[config.mk]
export PLATFORM = sky130hd
export DESIGN_NAME = jt51_phrom_arb
export DESIGN_NICKNAME = d
export VERILOG_FILES = /design/src/rtl/jt51_phrom_pkg.sv /design/src/rtl/jt51_rr_pick.sv /design/src/rtl/jt51_phrom_arb.sv
export SDC_FILE = /design/constraint.sdc
export NUM_CORES = 1
export LEC_CHECK = 0
export ABC_AREA = 0
export CORE_AREA = 4 4 89 74
export DETAILED_ROUTE_END_ITERATION = 10
export DIE_AREA = 0 0 93 78
export MAX_ROUTING_LAYER = met4
export PLACE_DENSITY = 0.72
export SLEW_MARGIN = 10
export SYNTH_ARGS = -nofsm -noshare
export SYNTH_HDL_FRONTEND = slang
export SYNTH_SLANG_ARGS = --single-unit
[constraint.sdc]
create_clock -name clk -period 4.1 [get_ports clk]
set_clock_uncertainty 0.1 [all_clocks]
set_input_delay 0.615 -clock clk [delete_from_list [all_inputs] [get_ports clk]]
set_output_delay 0.615 -clock clk [all_outputs]
set_load 0.02 [all_outputs]
[src/rtl/jt51_phrom_pkg.sv]
// Shared widths and types for the phase/sine ROM and the requesters that share it.
package jt51_phrom_pkg;
  localparam int PH_AW    = 5;
  localparam int PH_DW    = 46;
  localparam int DEF_NREQ = 4;

  typedef logic [PH_AW-1:0] ph_addr_t;
  typedef logic [PH_DW-1:0] ph_data_t;
endpackage

[src/rtl/jt51_rr_pick.sv]
// Combinational round-robin pick: first asserted req at or above ptr, wrapping.
module jt51_rr_pick #(
  parameter int NREQ = 4,
  parameter int IDW  = 2
) (
  input  logic [NREQ-1:0] req,
  input  logic [IDW-1:0]  ptr,
  output logic [NREQ-1:0] win_oh,
  output logic [IDW-1:0]  win_idx,
  output logic            win_vld
);

  int             pos;
  logic [IDW-1:0] idx;

  always_comb begin
    win_oh  = '0;
    win_idx = '0;
    win_vld = 1'b0;
    pos     = 0;
    idx     = '0;
    for (int k = 0; k < NREQ; k++) begin
      pos = int'(ptr) + k;
      if (pos >= NREQ) pos = pos - NREQ;
      idx = IDW'(pos);
      if (!win_vld && req[idx]) begin
        win_vld     = 1'b1;
        win_oh[idx] = 1'b1;
        win_idx     = idx;
      end
    end
  end

endmodule

[src/rtl/jt51_phrom_arb.sv]
// Arbitrates NREQ requesters onto the shared phase ROM; response 1 clk after grant.
// JT51_PHROM_ARB_PRIO_EN: requester 0 has fixed priority, the rest round-robin.
module jt51_phrom_arb
  import jt51_phrom_pkg::*;
#(
  parameter int NREQ = DEF_NREQ,
  parameter int IDW  = $clog2(NREQ)
) (
  input  logic                  clk,
  input  logic                  rst,
  input  logic                  cen,
  input  logic [NREQ-1:0]       req,
  input  logic [NREQ*PH_AW-1:0] req_addr,
  output logic [NREQ-1:0]       gnt,
  output ph_addr_t              rom_addr,
  input  ph_data_t              rom_ph,
  output logic                  rsp_vld,
  output logic [IDW-1:0]        rsp_id,
  output ph_data_t              rsp_ph
);

  logic [IDW-1:0]  ptr_q, ptr_d;
  ph_addr_t        rom_addr_q, rom_addr_d;
  logic            rsp_vld_q, rsp_vld_d;
  logic [IDW-1:0]  rsp_id_q, rsp_id_d;

  logic [NREQ-1:0] rr_req, rr_oh;
  logic [IDW-1:0]  rr_idx;
  logic            rr_vld;
  logic [NREQ-1:0] win_oh;
  logic [IDW-1:0]  win_idx;
  logic            win_any;
  logic            grant;
  ph_addr_t        sel_addr;

  jt51_rr_pick #(.NREQ(NREQ), .IDW(IDW)) u_pick (
    .req     (rr_req),
    .ptr     (ptr_q),
    .win_oh  (rr_oh),
    .win_idx (rr_idx),
    .win_vld (rr_vld)
  );

`ifdef JT51_PHROM_ARB_PRIO_EN
  // Requester 0 is masked out of the rotation and overrides it when present.
  assign rr_req = {req[NREQ-1:1], 1'b0};

  always_comb begin
    win_oh  = rr_oh;
    win_idx = rr_idx;
    win_any = rr_vld;
    if (req[0]) begin
      win_oh  = {{(NREQ-1){1'b0}}, 1'b1};
      win_idx = '0;
      win_any = 1'b1;
    end
  end
`else
  assign rr_req  = req;
  assign win_oh  = rr_oh;
  assign win_idx = rr_idx;
  assign win_any = rr_vld;
`endif

  assign grant = cen & win_any & ~rst;

  always_comb begin
    sel_addr = '0;
    for (int i = 0; i < NREQ; i++) begin
      if (win_idx == IDW'(i)) sel_addr = req_addr[i*PH_AW +: PH_AW];
    end
  end

  always_comb begin
    ptr_d      = ptr_q;
    rom_addr_d = rom_addr_q;
    rsp_vld_d  = grant;
    rsp_id_d   = rsp_id_q;
    gnt        = '0;
    rom_addr   = rom_addr_q;
    if (grant) begin
      gnt        = win_oh;
      rom_addr_d = sel_addr;
      rom_addr   = sel_addr;
      rsp_id_d   = win_idx;
`ifdef JT51_PHROM_ARB_PRIO_EN
      // Priority grants to requester 0 leave the rotation where it was.
      if (win_idx != '0)
        ptr_d = (int'(win_idx) == NREQ-1) ? IDW'(1) : win_idx + 1'b1;
`else
      ptr_d = (int'(win_idx) == NREQ-1) ? '0 : win_idx + 1'b1;
`endif
    end
  end

  always_ff @(posedge clk) begin
    if (rst) begin
      ptr_q      <= '0;
      rom_addr_q <= '0;
      rsp_vld_q  <= 1'b0;
      rsp_id_q   <= '0;
    end else begin
      ptr_q      <= ptr_d;
      rom_addr_q <= rom_addr_d;
      rsp_vld_q  <= rsp_vld_d;
      rsp_id_q   <= rsp_id_d;
    end
  end

  // A response already in flight is suppressed in the reset cycle itself.
  assign rsp_vld = rsp_vld_q & ~rst;
  assign rsp_id  = rsp_id_q;
  assign rsp_ph  = rom_ph;

endmodule

==> results, run 1 <==
- The synthesized area is 1670 um^2.
- The clock latency on the worst-skew pair is roughly 0.23 ns.
- The library cell used most frequently in the layout, excluding fill and tap cells, is sky130_fd_sc_hd__buf_4.
- Routability-driven placement finished with a final weighted congestion of between 0.7 and 0.8.
- In the finished design, the share of the clock period the worst path needs comes to 94.8%.
- The global-route wire length before repair is around 6200 um.
- The source of the worst register-to-register timing path is ptr_q[0].
- The number of max-cap violations is 0.
- The headroom to the max-slew limit is 75.1%.
- The total count of hold-check failures in the final report is 0.
- The number of clock sinks seen by CTS is 10.
- The library cells used most frequently in the layout, excluding fill and tap cells, are sky130_fd_sc_hd__buf_4 (30), sky130_fd_sc_hd__clkdlybuf4s50_1 (29), sky130_fd_sc_hd__a21oi_1 (15).
- The number of slew-limit violations in the final report came to 0.
- The launch point of the worst hold path is rom_addr_q[4].
- Static timing analysis puts the maximum clock frequency at 257 MHz.
- The run finished with clean final reports.
- The number of buffers created by CTS is 3.
- Summed over all cells, the static leakage comes to 0.000812 uW.
- During placement, the flow inserted port buffers numbering 38.
- The worst hold path belongs to the class reg -> reg.
- For this configuration, the core starts out at a cell density of between 20% and 30%.
- The net count of the finished layout is slightly below 300.
- IR analysis of the VDD net gives a maximum drop of roughly 0.13 mV.
- The count of H-tree levels built during CTS is 1.
- The critical path class is reg -> out.
- The post-synthesis register bit count is 10.
- The count of vias placed by the detailed router is 1403.
- The count of mapped cells out of synthesis is ~200.
- The average instance in the mapped netlist occupies 8.47 um^2.
- The maximum cell stage delay along the critical path is approximately 0.34 ns.
- Together, buffers and inverters on the worst path number 5.
- The clock passes through at most 2 buffers.
- Entering global routing, the biggest net connects 21 pins.
- The clock transition time at the flip-flop clock pins of the worst setup and hold paths is 0.05 ns.
- The synthesized netlist contains 46 unique library cells.
- The most frequently used flop master after synthesis is sky130_fd_sc_hd__dfxtp_1.
- For the worst setup path, the data required time is 3.38 ns.
- The die covers 7250 um^2.
- The half-perimeter wire length after placement is ~2900 um.
- The via count of the first global-routing pass is ~1400.
- Counting every net in the synthesized netlist gives 282.
- The total DRC errors in the routed layout is 0.
- The die is 93 um wide.
- Using the TritonRoute via totals, the vias-per-cell ratio works out to between 4 and 5.
- 0 antenna diodes ended up in the layout.
- Of the cells placed in the final design, the portion with a size suffix greater than 1 is 35.2%.
- The filler cells instantiated in the layout total a little over 600.
- The number of warnings printed during yosys synthesis is 0.
- Traced cell by cell, the critical path runs through inv_1 -> ha_4 -> buf_4 -> nor3b_1 -> o211ai_1 -> a21oi_2 -> a41o_1 -> o21bai_1 -> ha_2 -> buf_4 -> buf_4 -> a221oi_2 -> nor3_1 -> a21oi_1 -> a21oi_1 -> buf_2.
- The number of placed instances, taps included, is 282.
- The CTS tree is done.
- The number of enable flip-flop cells after synthesis is 0.
- The nature of the critical path endpoint is an output pin.
- The area of the core is around 5800 um^2.
- In the final timing run, aggregate negative setup slack is 0 ns.
- Dividing total power by cell area gives a power density of around 520 nW/um^2.
- Setup violations remaining at the end of the flow were counted as 0.
- The worst path needs 3.89 ns of the cycle, external delays included.
- The first-pass iteration count of the detailed router is 4.
- In the final routed layout, each cell accounts on average for 13.2 um.
- The critical path startpoint is ptr_q[0].
- The initial antenna violation count is 0.
- The final layout contains routed wiring with a total length of around 3800 um.
- The total overflow left after global routing is 0.
- The fraction of registers with async set/reset is 0%.
- The kind of start point of the critical path is a register.
- The cell at the slowest stage of the critical path is sky130_fd_sc_hd__dfxtp_2.
- The fraction of the yosys area taken by sequential cells is 12.0%.
- Data on the critical path arrives at its endpoint at 3.17 ns.
- The number of violations reported at the end of detailed-routing iteration 0 is 102.
- The transition time at the pin with the least slew margin is roughly 0.37 ns.
- The final cell utilization of the core is 34.8%.
- In this design, the largest share of critical-path delay is due to compound AO/OA/AOI/OAI gates.
- In this run the clock root is driven by a sky130_fd_sc_hd__clkbuf_8.
- In this run the remaining antenna-violating nets after routing total 0.
- The cell that appears most often on the critical path is sky130_fd_sc_hd__buf_4.
- Hold repair after CTS inserted 0 buffers.
- The die outline height is about 78 um.
- Of all nets on the critical path, the largest fanout is 6.
- For this run, the number of standard cells in the final layout without fillers is 291.
- The number of placement rows is 25.
- The design draws 1050 uW.
- The total I/O pin count is around 130.
- Relative to the synthesized area, the layout overhead comes to 19.9%.
- Global routing consumed, over all layers together, 10.5% of the routing resources.
## flip-flops by register name, summed over array words and instances (netlist names)
signal      cells
rom_addr_q      5
ptr_q           2
rsp_id          2
rsp_vld_q       1
## layer usage
| metal | global-route usage [%] | share of wire [%] |
|---|---|---|
| met4 | 4.54 | 0.39 |
| met2 | 17.3 | 51 |
| met1 | 11.8 | 43 |
| met5 | - | 0 |
| met3 | 3.20 | 6.1 |
## final cells by class
| class | count | area [um^2] | share of cell area [%] |
|---|---|---|---|
| clock buffers | 3 | 41.3 | 2.06 |
| inverters | 5 | 18.8 | 0.938 |
| multi-input cells | 122 | 1050 | 52.7 |
| flip-flops and latches | 10 | 201 | 10.1 |
| well taps | 81 | 101 | 5.07 |
| repair buffers | 70 | 583 | 29.1 |
## synthesized netlist by cell type (3+ instances only)
cell	instances	share of area, %
sky130_fd_sc_hd__nor3_1	5	1.5
sky130_fd_sc_hd__o21ai_0	8	2.4
sky130_fd_sc_hd__mux4_1	3	4.7
sky130_fd_sc_hd__a211oi_1	5	2.2
sky130_fd_sc_hd__ha_1	12	9.0
sky130_fd_sc_hd__inv_1	5	1.1
sky130_fd_sc_hd__a21oi_1	16	4.8
sky130_fd_sc_hd__mux2i_1	4	2.4
sky130_fd_sc_hd__a22oi_1	4	1.8
sky130_fd_sc_hd__dfxtp_1	10	12
sky130_fd_sc_hd__buf_4	48	22
sky130_fd_sc_hd__buf_6	3	2.0
sky130_fd_sc_hd__nor2_1	14	3.1
sky130_fd_sc_hd__a31o_2	4	2.1
sky130_fd_sc_hd__clkbuf_1	4	0.90
sky130_fd_sc_hd__clkbuf_8	3	2.5
sky130_fd_sc_hd__nor2b_1	8	3.0
sky130_fd_sc_hd__a221oi_1	4	2.1
## tightest hold or removal path: stages (launching register included)
cell and delay [ns]:
sky130_fd_sc_hd__dfxtp_1 0.31, sky130_fd_sc_hd__nor2_1 0.10, sky130_fd_sc_hd__a211oi_1 0.05
## cell families (layout without fill, tap and decap cells)
group / Yosys count / after routing / synth area share (%)
buf+inv: 65 / 78 / 28.7
compound gates: 58 / 58 / 26.1
simple gates: 42 / 42 / 14.9
fa+ha+maj: 12 / 12 / 9.00
mux: 10 / 10 / 9.30
flops: 10 / 10 / 12.0
## report_power, final
part	internal [uW]	leakage (uW)	total [uW]	switching [uW]
Sequential	119	0.0000831	133	13.1
Combinational	424	0.000707	813	389
Clock	64.2	0.0000216	101	36.9
Total	608	0.000812	1050	439
## through the flow
stage	worst slack (ns)	hold slack (ns)	area [um^2]
finish	0.212	0.400	2000
global route	-0.0541	0.458	2000
CTS	0.0109	0.402	1920
detailed placement	-0.584	0.396	1890
global placement	-0.573	0.387	1890
floorplan	0.188	0.378	1670
## timing repair
action                     4_1_cts  5_1_grt
setup buffers                    0        6
pin swaps                        2        3
gates resized for setup         15       32
setup endpoints to repair        5        5
## path summary, 6_finish.rpt
kind | to | slack, ns | depth (start not counted)
worst min-delay path | rom_addr_q[4] | 0.40 | 2
worst min register to register | rom_addr_q[4] | 0.40 | 2
worst max-delay path | rom_addr[4] | 0.21 | 16
worst max register to register | rom_addr_q[3] | 0.98 | 16
(Power assumes the default switching activity.)
==> inputs of run 2 (changes only) <==
--- a/config.mk
+++ b/config.mk
@@ -9,7 +9,6 @@
 export CORE_AREA = 4 4 89 74
 export DETAILED_ROUTE_END_ITERATION = 10
 export DIE_AREA = 0 0 93 78
-export MAX_ROUTING_LAYER = met4
 export PLACE_DENSITY = 0.72
 export SLEW_MARGIN = 10
 export SYNTH_ARGS = -nofsm -noshare
==> run 2 against run 1 <==
  * Via count down 0.86%
  * Worst hold slack better by 0.0017 ns
  * Critical endpoint unchanged
  * Final area unchanged
  * Global-route usage down 0.28 points
==> results, run 2 (synthesis results as in run 1) <==
- Status: completed (unchanged).
- The overall die width is 93 um (unchanged).
- The kind of start point of the critical path is a register (unchanged).
- The post-route standard cell area excluding fillers came to 2000 um^2 (unchanged).
- The static leakage power came to 0.000812 uW (unchanged).
- The clock transition time at the flip-flop clock pins of the worst setup and hold paths is 0.05 ns (about the same).
- The final cycle utilization of the critical path is 95.3% (was 94.8%).
- The total count of hold-check failures in the final report is 0 (unchanged).
- The maximum clock path buffer count is 2 (unchanged).
- The via count normalized by instance count is 4.78 (was 4.82).
- Worst path cell trace: inv_1 -> ha_4 -> buf_4 -> nor3b_1 -> o211ai_1 -> a21oi_2 -> a41o_1 -> o21bai_1 -> ha_2 -> buf_4 -> buf_4 -> a221oi_2 -> nor3_1 -> a21oi_1 -> a21oi_1 -> buf_2 (unchanged).
- The global placer's final weighted congestion was 0.764 (was 0.774).
- The aggregate routed wire length is 3820 um (was 3830 um).
- The routed length per instance came to 13.1 um (was 13.2 um).
- The number of max-cap violations is 0 (unchanged).
- The flip-flop count of the largest register, all copies and words added is 5 (unchanged).
- The final critical-path required period is 3.91 ns (was 3.89 ns).
- The total power per unit cell area was 523 nW/um^2 (about the same).
- The count of inserted antenna diode cells is 0 (unchanged).
- The floorplan die area came to 7250 um^2 (unchanged).
- The headroom to the max-slew limit is 74.8% (was 75.1%).
- The effective utilization at floorplan is 29.0% (unchanged).
- The number of clock sinks seen by CTS came to 10 (unchanged).
- The count of hold buffers inserted by post-cts repair came to 0 (unchanged).
- The share of layout cells above drive strength 1 is 35.2% (unchanged).
- The maximum operating frequency came to 256 MHz (was 257 MHz).
- The global-route wire length before repair was 6220 um (was 6210 um).
- The area growth from synthesis to final layout is 19.9% (unchanged).
- The total area of multi-input combinational cells was 1050 um^2 (unchanged).
- The count of H-tree levels built during CTS came to 1 (unchanged).
- The CTS tree is done (unchanged).
- The total DRC errors in the routed layout is 0 (unchanged).
- The via count of the first global-routing pass is 1362 (was 1357).
- The dominant delay contributor by cell family on the critical path is compound AO/OA/AOI/OAI gates (unchanged).
- The nature of the critical path endpoint is an output pin (unchanged).
- The area of the core was 5760 um^2 (unchanged).
- The instance area at placement is 1890 um^2 (unchanged).
- The total global routing track utilization came to 10.2% (was 10.5%).
- The number of violations reported at the end of detailed-routing iteration 0 was 99 (was 102).
- The path type of the worst min-delay path is reg -> reg (unchanged).
- The clock latency on the worst-skew pair came to 0.23 ns (about the same).
- Leading cell types in the layout, fill and taps excluded: sky130_fd_sc_hd__buf_4 (30), sky130_fd_sc_hd__clkdlybuf4s50_1 (29), sky130_fd_sc_hd__a21oi_1 (15) (unchanged).
- The count of filler cells inserted in the layout is 604 (unchanged).
- The overall overflow remaining after global route came to 0 (unchanged).
- The biggest fanout along the worst timing path is 6 (unchanged).
- The register containing the most flip-flops in the final layout is rom_addr_q (unchanged).
- The number of buffers and inverters on the critical path is 5 (unchanged).
- The final critical-path setup slack was 0.193 ns (was 0.212 ns).
- The die outline height is 78 um (unchanged).
- The number of slew-limit violations in the final report is 0 (unchanged).
- The most frequent standard cell in the layout excluding fill and tap cells is sky130_fd_sc_hd__buf_4 (unchanged).
- The post-place setup slack is -0.584 ns (unchanged).
- The final cell utilization of the core is 34.8% (unchanged).
- The data required time of the critical path is 3.38 ns (about the same).
- The total I/O pin count was 131 (unchanged).
- The count of buffers inserted at the top-level ports is 38 (unchanged).
- The half-perimeter wire length after placement is 2890 um (unchanged).
- The register area is 201 um^2 (unchanged).
- The cell occurring most often along the worst timing path is sky130_fd_sc_hd__buf_4 (unchanged).
- The cell at the slowest stage of the critical path was sky130_fd_sc_hd__dfxtp_2 (unchanged).
- The peak supply drop is 0.134 mV (about the same).
- The count of vias placed by the detailed router is 1391 (was 1403).
- The arrival time of data at the critical path endpoint came to 3.19 ns (was 3.17 ns).
- The total of endpoints with negative setup slack in the final report is 0 (unchanged).
- The initial antenna violation count is 0 (unchanged).
- The transition time at the pin with the least slew margin is 0.371 ns (was 0.367 ns).
- The critical path class is reg -> out (unchanged).
- The first-pass iteration count of the detailed router is 4 (unchanged).
- The net count of the finished layout is 297 (unchanged).
- The number of placement rows is 25 (unchanged).
- The largest net degree at the start of global routing is 21 (unchanged).
- The number of buffers created by CTS came to 3 (unchanged).
- The count of nets left with antenna violations after detail routing is 0 (unchanged).
- The library cell used as clock root buffer is sky130_fd_sc_hd__clkbuf_8 (unchanged).
- The maximum cell stage delay along the critical path was 0.34 ns (about the same).
run 2: final cells by class:
cell class,count,share of cell area [%]
Timing Repair Buffer,70,29.1
Inverter,5,0.938
Multi-Input combinational cell,122,52.7
Sequential cell,10,10.1
Tap cell,81,5.07
Clock buffer,3,2.06
run 2: path summary, 6_finish.rpt:
kind,slack (ns),endpoint,cells after the start,startpoint
setup / recovery,0.19,rom_addr[4],16,ptr_q[0]
hold / removal,0.40,rom_addr_q[4],2,rom_addr_q[4]
setup reg to reg,0.98,rom_addr_q[3],16,ptr_q[0]
hold reg to reg,0.40,rom_addr_q[4],2,rom_addr_q[4]
run 2: worst reg2reg max path, delay by kind of cell, from the launching register on:
family,cells,cell delay [ns]
AOI/OAI and AO/OA,7,1.05
buffers and inverters,4,0.54
adders and majority gates,2,0.49
and+or+nand+nor,2,0.39
DFF,1,0.34
muxes,1,0.12
run 2: layer usage:
metal  track usage (%)  share of wire [%]  up-vias
met3              3.88                7.1        4
met2              17.3                 50       36
met5                 0                  0        -
li1                  -                  -      690
met1              11.4                 42      661
met4              4.54               0.66        0
run 2: repair_timing:
action | CTS | global route
gates resized for setup | 15 | 32
gates cloned | 0 | 0
setup buffers | 0 | 6
pin swaps | 2 | 3
setup endpoints to repair | 5 | 5
run 2: power breakdown:
group | total [uW] | leakage, uW | internal, uW | switching (uW)
sequential | 133 | 0.0000831 | 120 | 13.3
combinational | 813 | 0.000707 | 424 | 389
clock | 101 | 0.0000216 | 64.1 | 36.7
run 2: metrics by stage:
step	setup TNS, ns	total power, uW	hold slack [ns]	std cells
floorplan	0	660	0.378	197
global placement	-2.73	823	0.387	282
detailed placement	-2.83	837	0.396	282
CTS	0	940	0.402	285
global route	-0.143	1140	0.458	291
finish	0	1050	0.401	291
==> inputs of run 3 (changes only) <==
--- a/config.mk
+++ b/config.mk
@@ -5,11 +5,12 @@
 export SDC_FILE = /design/constraint.sdc
 export NUM_CORES = 1
 export LEC_CHECK = 0
-export ABC_AREA = 0
-export CORE_AREA = 4 4 89 74
+export ABC_AREA = 1
+export CORE_AREA = 4 4 85 71
 export DETAILED_ROUTE_END_ITERATION = 10
-export DIE_AREA = 0 0 93 78
-export PLACE_DENSITY = 0.72
+export DIE_AREA = 0 0 89 75
+export GPL_TIMING_DRIVEN = 0
+export PLACE_DENSITY = 0.75
 export SLEW_MARGIN = 10
 export SYNTH_ARGS = -nofsm -noshare
 export SYNTH_HDL_FRONTEND = slang
==> run 3 against run 2 <==
  * Sequential share of layout area decreased by 2.1 points
  * Register-to-register slack gained 0.28 ns
  * Clock power increased by 24%
  * Critical endpoint is now rom_addr[2]
  * Clock-buffer cell count rose by 1
  * Sequential power grew 9%
  * Flip-flop and latch count unchanged
  * Critical path type is now in -> out
==> results, run 3 <==
- The effective utilization at floorplan came to 28.9% (was 29.0%).
- The count of buffers inserted at the top-level ports came to 83 (was 38).
- The CTS tree is done (unchanged).
- The multiplexer share of the synthesized area was 0% (was 9.30%).
- The endpoint of the lowest-slack register-to-register path is rom_addr_q[2] (was rom_addr_q[3]).
- The peak supply drop is 0.362 mV (was 0.134 mV).
- The cell-internal power is 636 uW (was 608 uW).
- The total DRC errors in the routed layout was 0 (unchanged).
- The share of layout cells above drive strength 1 was 31.7% (was 35.2%).
- The half-perimeter wire length after placement is 3480 um (was 2890 um).
- Top area cells in the synthesized netlist: sky130_fd_sc_hd__buf_4 (23%), sky130_fd_sc_hd__nand2_1 (13%), sky130_fd_sc_hd__dfxtp_1 (13%) (was sky130_fd_sc_hd__buf_4 (22%), sky130_fd_sc_hd__dfxtp_1 (12%), sky130_fd_sc_hd__ha_1 (9.0%)).
- The mean post-synth cell area is 6.84 um^2 (was 8.47 um^2).
- The total of endpoints with negative setup slack in the final report is 0 (unchanged).
- The worst hold slack is 0.376 ns (was 0.401 ns).
- The net count of the finished layout is 401 (was 297).
- Top post-synthesis cells by count: sky130_fd_sc_hd__nand2_1 (54), sky130_fd_sc_hd__buf_4 (46), sky130_fd_sc_hd__inv_1 (20) (was sky130_fd_sc_hd__buf_4 (48), sky130_fd_sc_hd__a21oi_1 (16), sky130_fd_sc_hd__nor2_1 (14)).
- The biggest fanout along the worst timing path was 6 (unchanged).
- The transition time at the pin with the least slew margin is 0.332 ns (was 0.371 ns).
- The total count of hold-check failures in the final report is 0 (unchanged).
- The count of inserted antenna diode cells came to 0 (unchanged).
- The number of distinct library cell variants in the gate-level netlist after synthesis was 27 (was 46).
- The path type of the worst min-delay path is reg -> reg (unchanged).
- The nature of the critical path endpoint is an output pin (unchanged).
- The area share of and/or/nand/nor cells after synthesis is 32.5% (was 14.9%).
- The number of slew-limit violations in the final report was 0 (unchanged).
- The number of clock sinks seen by CTS is 10 (unchanged).
- The number of buffers created by CTS was 3 (unchanged).
- The count of hold buffers inserted by post-cts repair came to 0 (unchanged).
- The final cycle utilization of the critical path came to 94.1% (was 95.3%).
- The total I/O pin count was 131 (unchanged).
- Leading cell types in the layout, fill and taps excluded: sky130_fd_sc_hd__clkdlybuf4s50_1 (78), sky130_fd_sc_hd__nand2_1 (54), sky130_fd_sc_hd__buf_4 (52) (was sky130_fd_sc_hd__buf_4 (30), sky130_fd_sc_hd__clkdlybuf4s50_1 (29), sky130_fd_sc_hd__a21oi_1 (15)).
- The total power per unit cell area is 495 nW/um^2 (was 523 nW/um^2).
- The register containing the most flip-flops in the final layout is rom_addr_q (unchanged).
- The floorplan die area was 6680 um^2 (was 7250 um^2).
- Status: completed (unchanged).
- The overall overflow remaining after global route came to 0 (unchanged).
- The worst-case register-to-register setup slack is 1.26 ns (was 0.98 ns).
- The number of violations reported at the end of detailed-routing iteration 0 is 40 (was 99).
- The clock latency on the worst-skew pair is 0.24 ns (was 0.23 ns).
- The maximum cell stage delay along the critical path came to 0.44 ns (was 0.34 ns).
- The via count normalized by instance count is 4.37 (was 4.78).
- The switching power share of the total is 50.2% (was 41.9%).
- The number of placement rows is 24 (was 25).
- The synthesized netlist net count is 307 (was 282).
- The path depth of the worst reg2reg path is 21 (was 16).
- The share of Yosys cell area claimed by the top area cell type was 22.7% (was 21.6%).
- The via count of the first global-routing pass is 1465 (was 1362).
- The arrival time of data at the critical path endpoint was 3.14 ns (was 3.19 ns).
- The largest net degree at the start of global routing is 11 (was 21).
- The compound-cell area share of the yosys netlist is 12.7% (was 26.1%).
- The number of max-cap violations is 0 (unchanged).
- The library cell with the highest instance count after synthesis is sky130_fd_sc_hd__nand2_1 (was sky130_fd_sc_hd__buf_4).
- The final critical-path required period is 3.86 ns (was 3.91 ns).
- The cell at the slowest stage of the critical path was sky130_fd_sc_hd__clkdlybuf4s50_1 (was sky130_fd_sc_hd__dfxtp_2).
- The clock transition time at the flip-flop clock pins of the worst setup and hold paths is 0.05 ns (about the same).
- The count of mapped cells out of synthesis came to 222 (was 197).
- The count of H-tree levels built during CTS came to 1 (unchanged).
- The kind of start point of the critical path was an input pin (was register).
- The share of the synthesized netlist area taken by xor and xnor gates is 0% (unchanged).
- The critical path class was in -> out (was reg -> out).
- The fraction of the yosys area taken by sequential cells came to 13.2% (was 12.0%).
- The area of the core is 5260 um^2 (was 5760 um^2).
- The source of the worst register-to-register timing path is ptr_q[0] (unchanged).
- The cell occurring most often along the worst timing path is sky130_fd_sc_hd__nand2_1 (was sky130_fd_sc_hd__buf_4).
- The most frequent standard cell in the layout excluding fill and tap cells was sky130_fd_sc_hd__clkdlybuf4s50_1 (was sky130_fd_sc_hd__buf_4).
- The aggregate routed wire length is 4200 um (was 3820 um).
- The die outline height is 75 um (was 78 um).
- The routed length per instance is 11.1 um (was 13.1 um).
- The net switching power of the design is 642 uW (was 439 uW).
- The critical path startpoint is req[0] (was ptr_q[0]).
- The number of enable flip-flop cells after synthesis is 0 (unchanged).
- The library cell with the largest summed area after synthesis was sky130_fd_sc_hd__buf_4 (unchanged).
- The synthesized area is 1520 um^2 (was 1670 um^2).
- The data required time of the critical path is 3.38 ns (about the same).
- The maximum operating frequency is 259 MHz (was 256 MHz).
- The combinational family with the most area after synthesis is simple AND/OR/NAND/NOR gates (was buffers and inverters).
- The maximum clock path buffer count is 2 (unchanged).
- The flip-flop count of the largest register, all copies and words added is 5 (unchanged).
- The number of warnings printed during yosys synthesis was 0 (unchanged).
- The most frequently used flop master after synthesis is sky130_fd_sc_hd__dfxtp_1 (unchanged).
- The count of nets left with antenna violations after detail routing was 0 (unchanged).
- The initial antenna violation count is 0 (unchanged).
- The area growth from synthesis to final layout came to 69.9% (was 19.9%).
- The headroom to the max-slew limit is 77.8% (was 74.8%).
- The count of vias placed by the detailed router is 1661 (was 1391).
- The first-pass iteration count of the detailed router is 4 (unchanged).
- The overall die width is 89 um (was 93 um).
- The part of the total power dissipated in sequential elements is 11.3% (was 12.7%).
- The global-route wire length before repair is 6010 um (was 6220 um).
- The adder-cell share of the synthesized area is 9.88% (was 9.00%).
- The post-synthesis register bit count is 10 (unchanged).
- The total global routing track utilization is 11.0% (was 10.2%).
- The endpoint of the most critical setup path is rom_addr[2] (was rom_addr[4]).
- The fraction of registers with async set/reset is 0% (unchanged).
- The proportion of power drawn by combinational gates was 78.9% (was 77.7%).
- The library cell used as clock root buffer is sky130_fd_sc_hd__clkbuf_8 (unchanged).
- The static leakage power is 0.00121 uW (was 0.000812 uW).
- The clock network fraction of design power was 9.8% (was 9.6%).
- The global placer's final weighted congestion was 0.832 (was 0.764).
- Worst path cell trace: clkdlybuf4s50_1 -> nand2_1 -> nand3_1 -> nand2_4 -> inv_2 -> nor2_4 -> nand3_1 -> nand3_1 -> inv_1 -> nand2_2 -> inv_2 -> ha_4 -> nor2_4 -> nand2_1 -> nand2_1 -> o21ai_0 -> o21ai_1 -> nand2_4 -> nand2_1 -> clkdlybuf4s15_2 (was inv_1 -> ha_4 -> buf_4 -> nor3b_1 -> o211ai_1 -> a21oi_2 -> a41o_1 -> o21bai_1 -> ha_2 -> buf_4 -> buf_4 -> a221oi_2 -> nor3_1 -> a21oi_1 -> a21oi_1 -> buf_2).
- The overall power consumption was 1280 uW (was 1050 uW).
-- run 3: cell count changes in the layout (fill, tap and decap cells not counted), sizes merged, moves of 11 or more --
cell | before | now
clkdlybuf4s50 | 29 | 78
nand3 | 2 | 14
nor2b | 11 | 0
inv | 5 | 24
nand2 | 2 | 67
buf | 34 | 55
-- run 3: logic make-up after synthesis --
logic type               after synthesis
adder cells (fa/ha/maj)               12
buffers and inverters                 74
AND/OR/NAND/NOR                       94
flip-flops                            10
AO/OA/AOI/OAI                         32
-- run 3: layer usage --
metal / track usage (%) / wire, um / up-vias
met5: 0 / 0 / -
met2: 20.5 / 2110 / 71
li1: - / - / 852
met4: 2.81 / 32 / 0
met3: 2.41 / 507 / 4
met1: 12.8 / 1560 / 734
-- run 3: per-stage QoR --
step	setup TNS [ns]	std cells	setup slack [ns]	utilization (%)	instance area (um^2)
floorplan	0	222	0.467	-	1520
global placement	-2.23	370	-0.496	46.3	2430
global route	-0.0377	380	-0.0225	49.1	2580
finish	0	380	0.241	49.1	2580
CTS	0	374	0.00876	47.7	2510
detailed placement	-2.59	370	-0.559	46.3	2430
-- run 3: worst max-delay path: cells and delay by family --
family	cells	cell delay (ns)
AND/OR/NAND/NOR	12	1.16
buffers and inverters	5	0.85
adder cells (fa/ha/maj)	1	0.18
AO/OA/AOI/OAI	2	0.31
-- run 3: how the worst min path moves through the flow --
| stage | startpoint | endpoint | slack [ns] | depth (start not counted) |
|---|---|---|---|---|
| 2_1_floorplan | rom_addr_q[0] | rom_addr_q[0] | 0.35 | 2 |
| 3_3_place_gp | rom_addr_q[0] | rom_addr_q[0] | 0.36 | 2 |
| 3_5_place_dp | rom_addr_q[0] | rom_addr_q[0] | 0.36 | 2 |
| 4_1_cts | rom_addr_q[3] | rom_addr_q[3] | 0.37 | 2 |
| 5_1_grt | rom_addr_q[3] | rom_addr_q[3] | 0.39 | 2 |
| 6_report | rom_addr_q[3] | rom_addr_q[3] | 0.38 | 2 |
-- run 3: power groups by stage --
stage               clock network, uW  logic, uW  registers, uW
finish                            125       1010            145
global route                      133       1120            148
CTS                               126        940            144
detailed placement                  0        913            144
global placement                    0        891            143
floorplan                           0        639            146
-- run 3: area by class of cell --
| type | count | area (um^2) |
|---|---|---|
| clock buffers | 4 | 55.1 |
| fillers | 506 | 2680 |
| plain buffers | 50 | 385 |
| flip-flops and latches | 10 | 205 |
| inverters | 24 | 97.6 |
| multi-input cells | 138 | 873 |
| well taps | 65 | 81.3 |
| repair buffers | 89 | 882 |
-- run 3: repair_timing --
action	4_1_cts	5_1_grt
pin swaps	1	7
buffers inserted	0	6
resized for setup	25	7
endpoints found under the setup margin	5	5
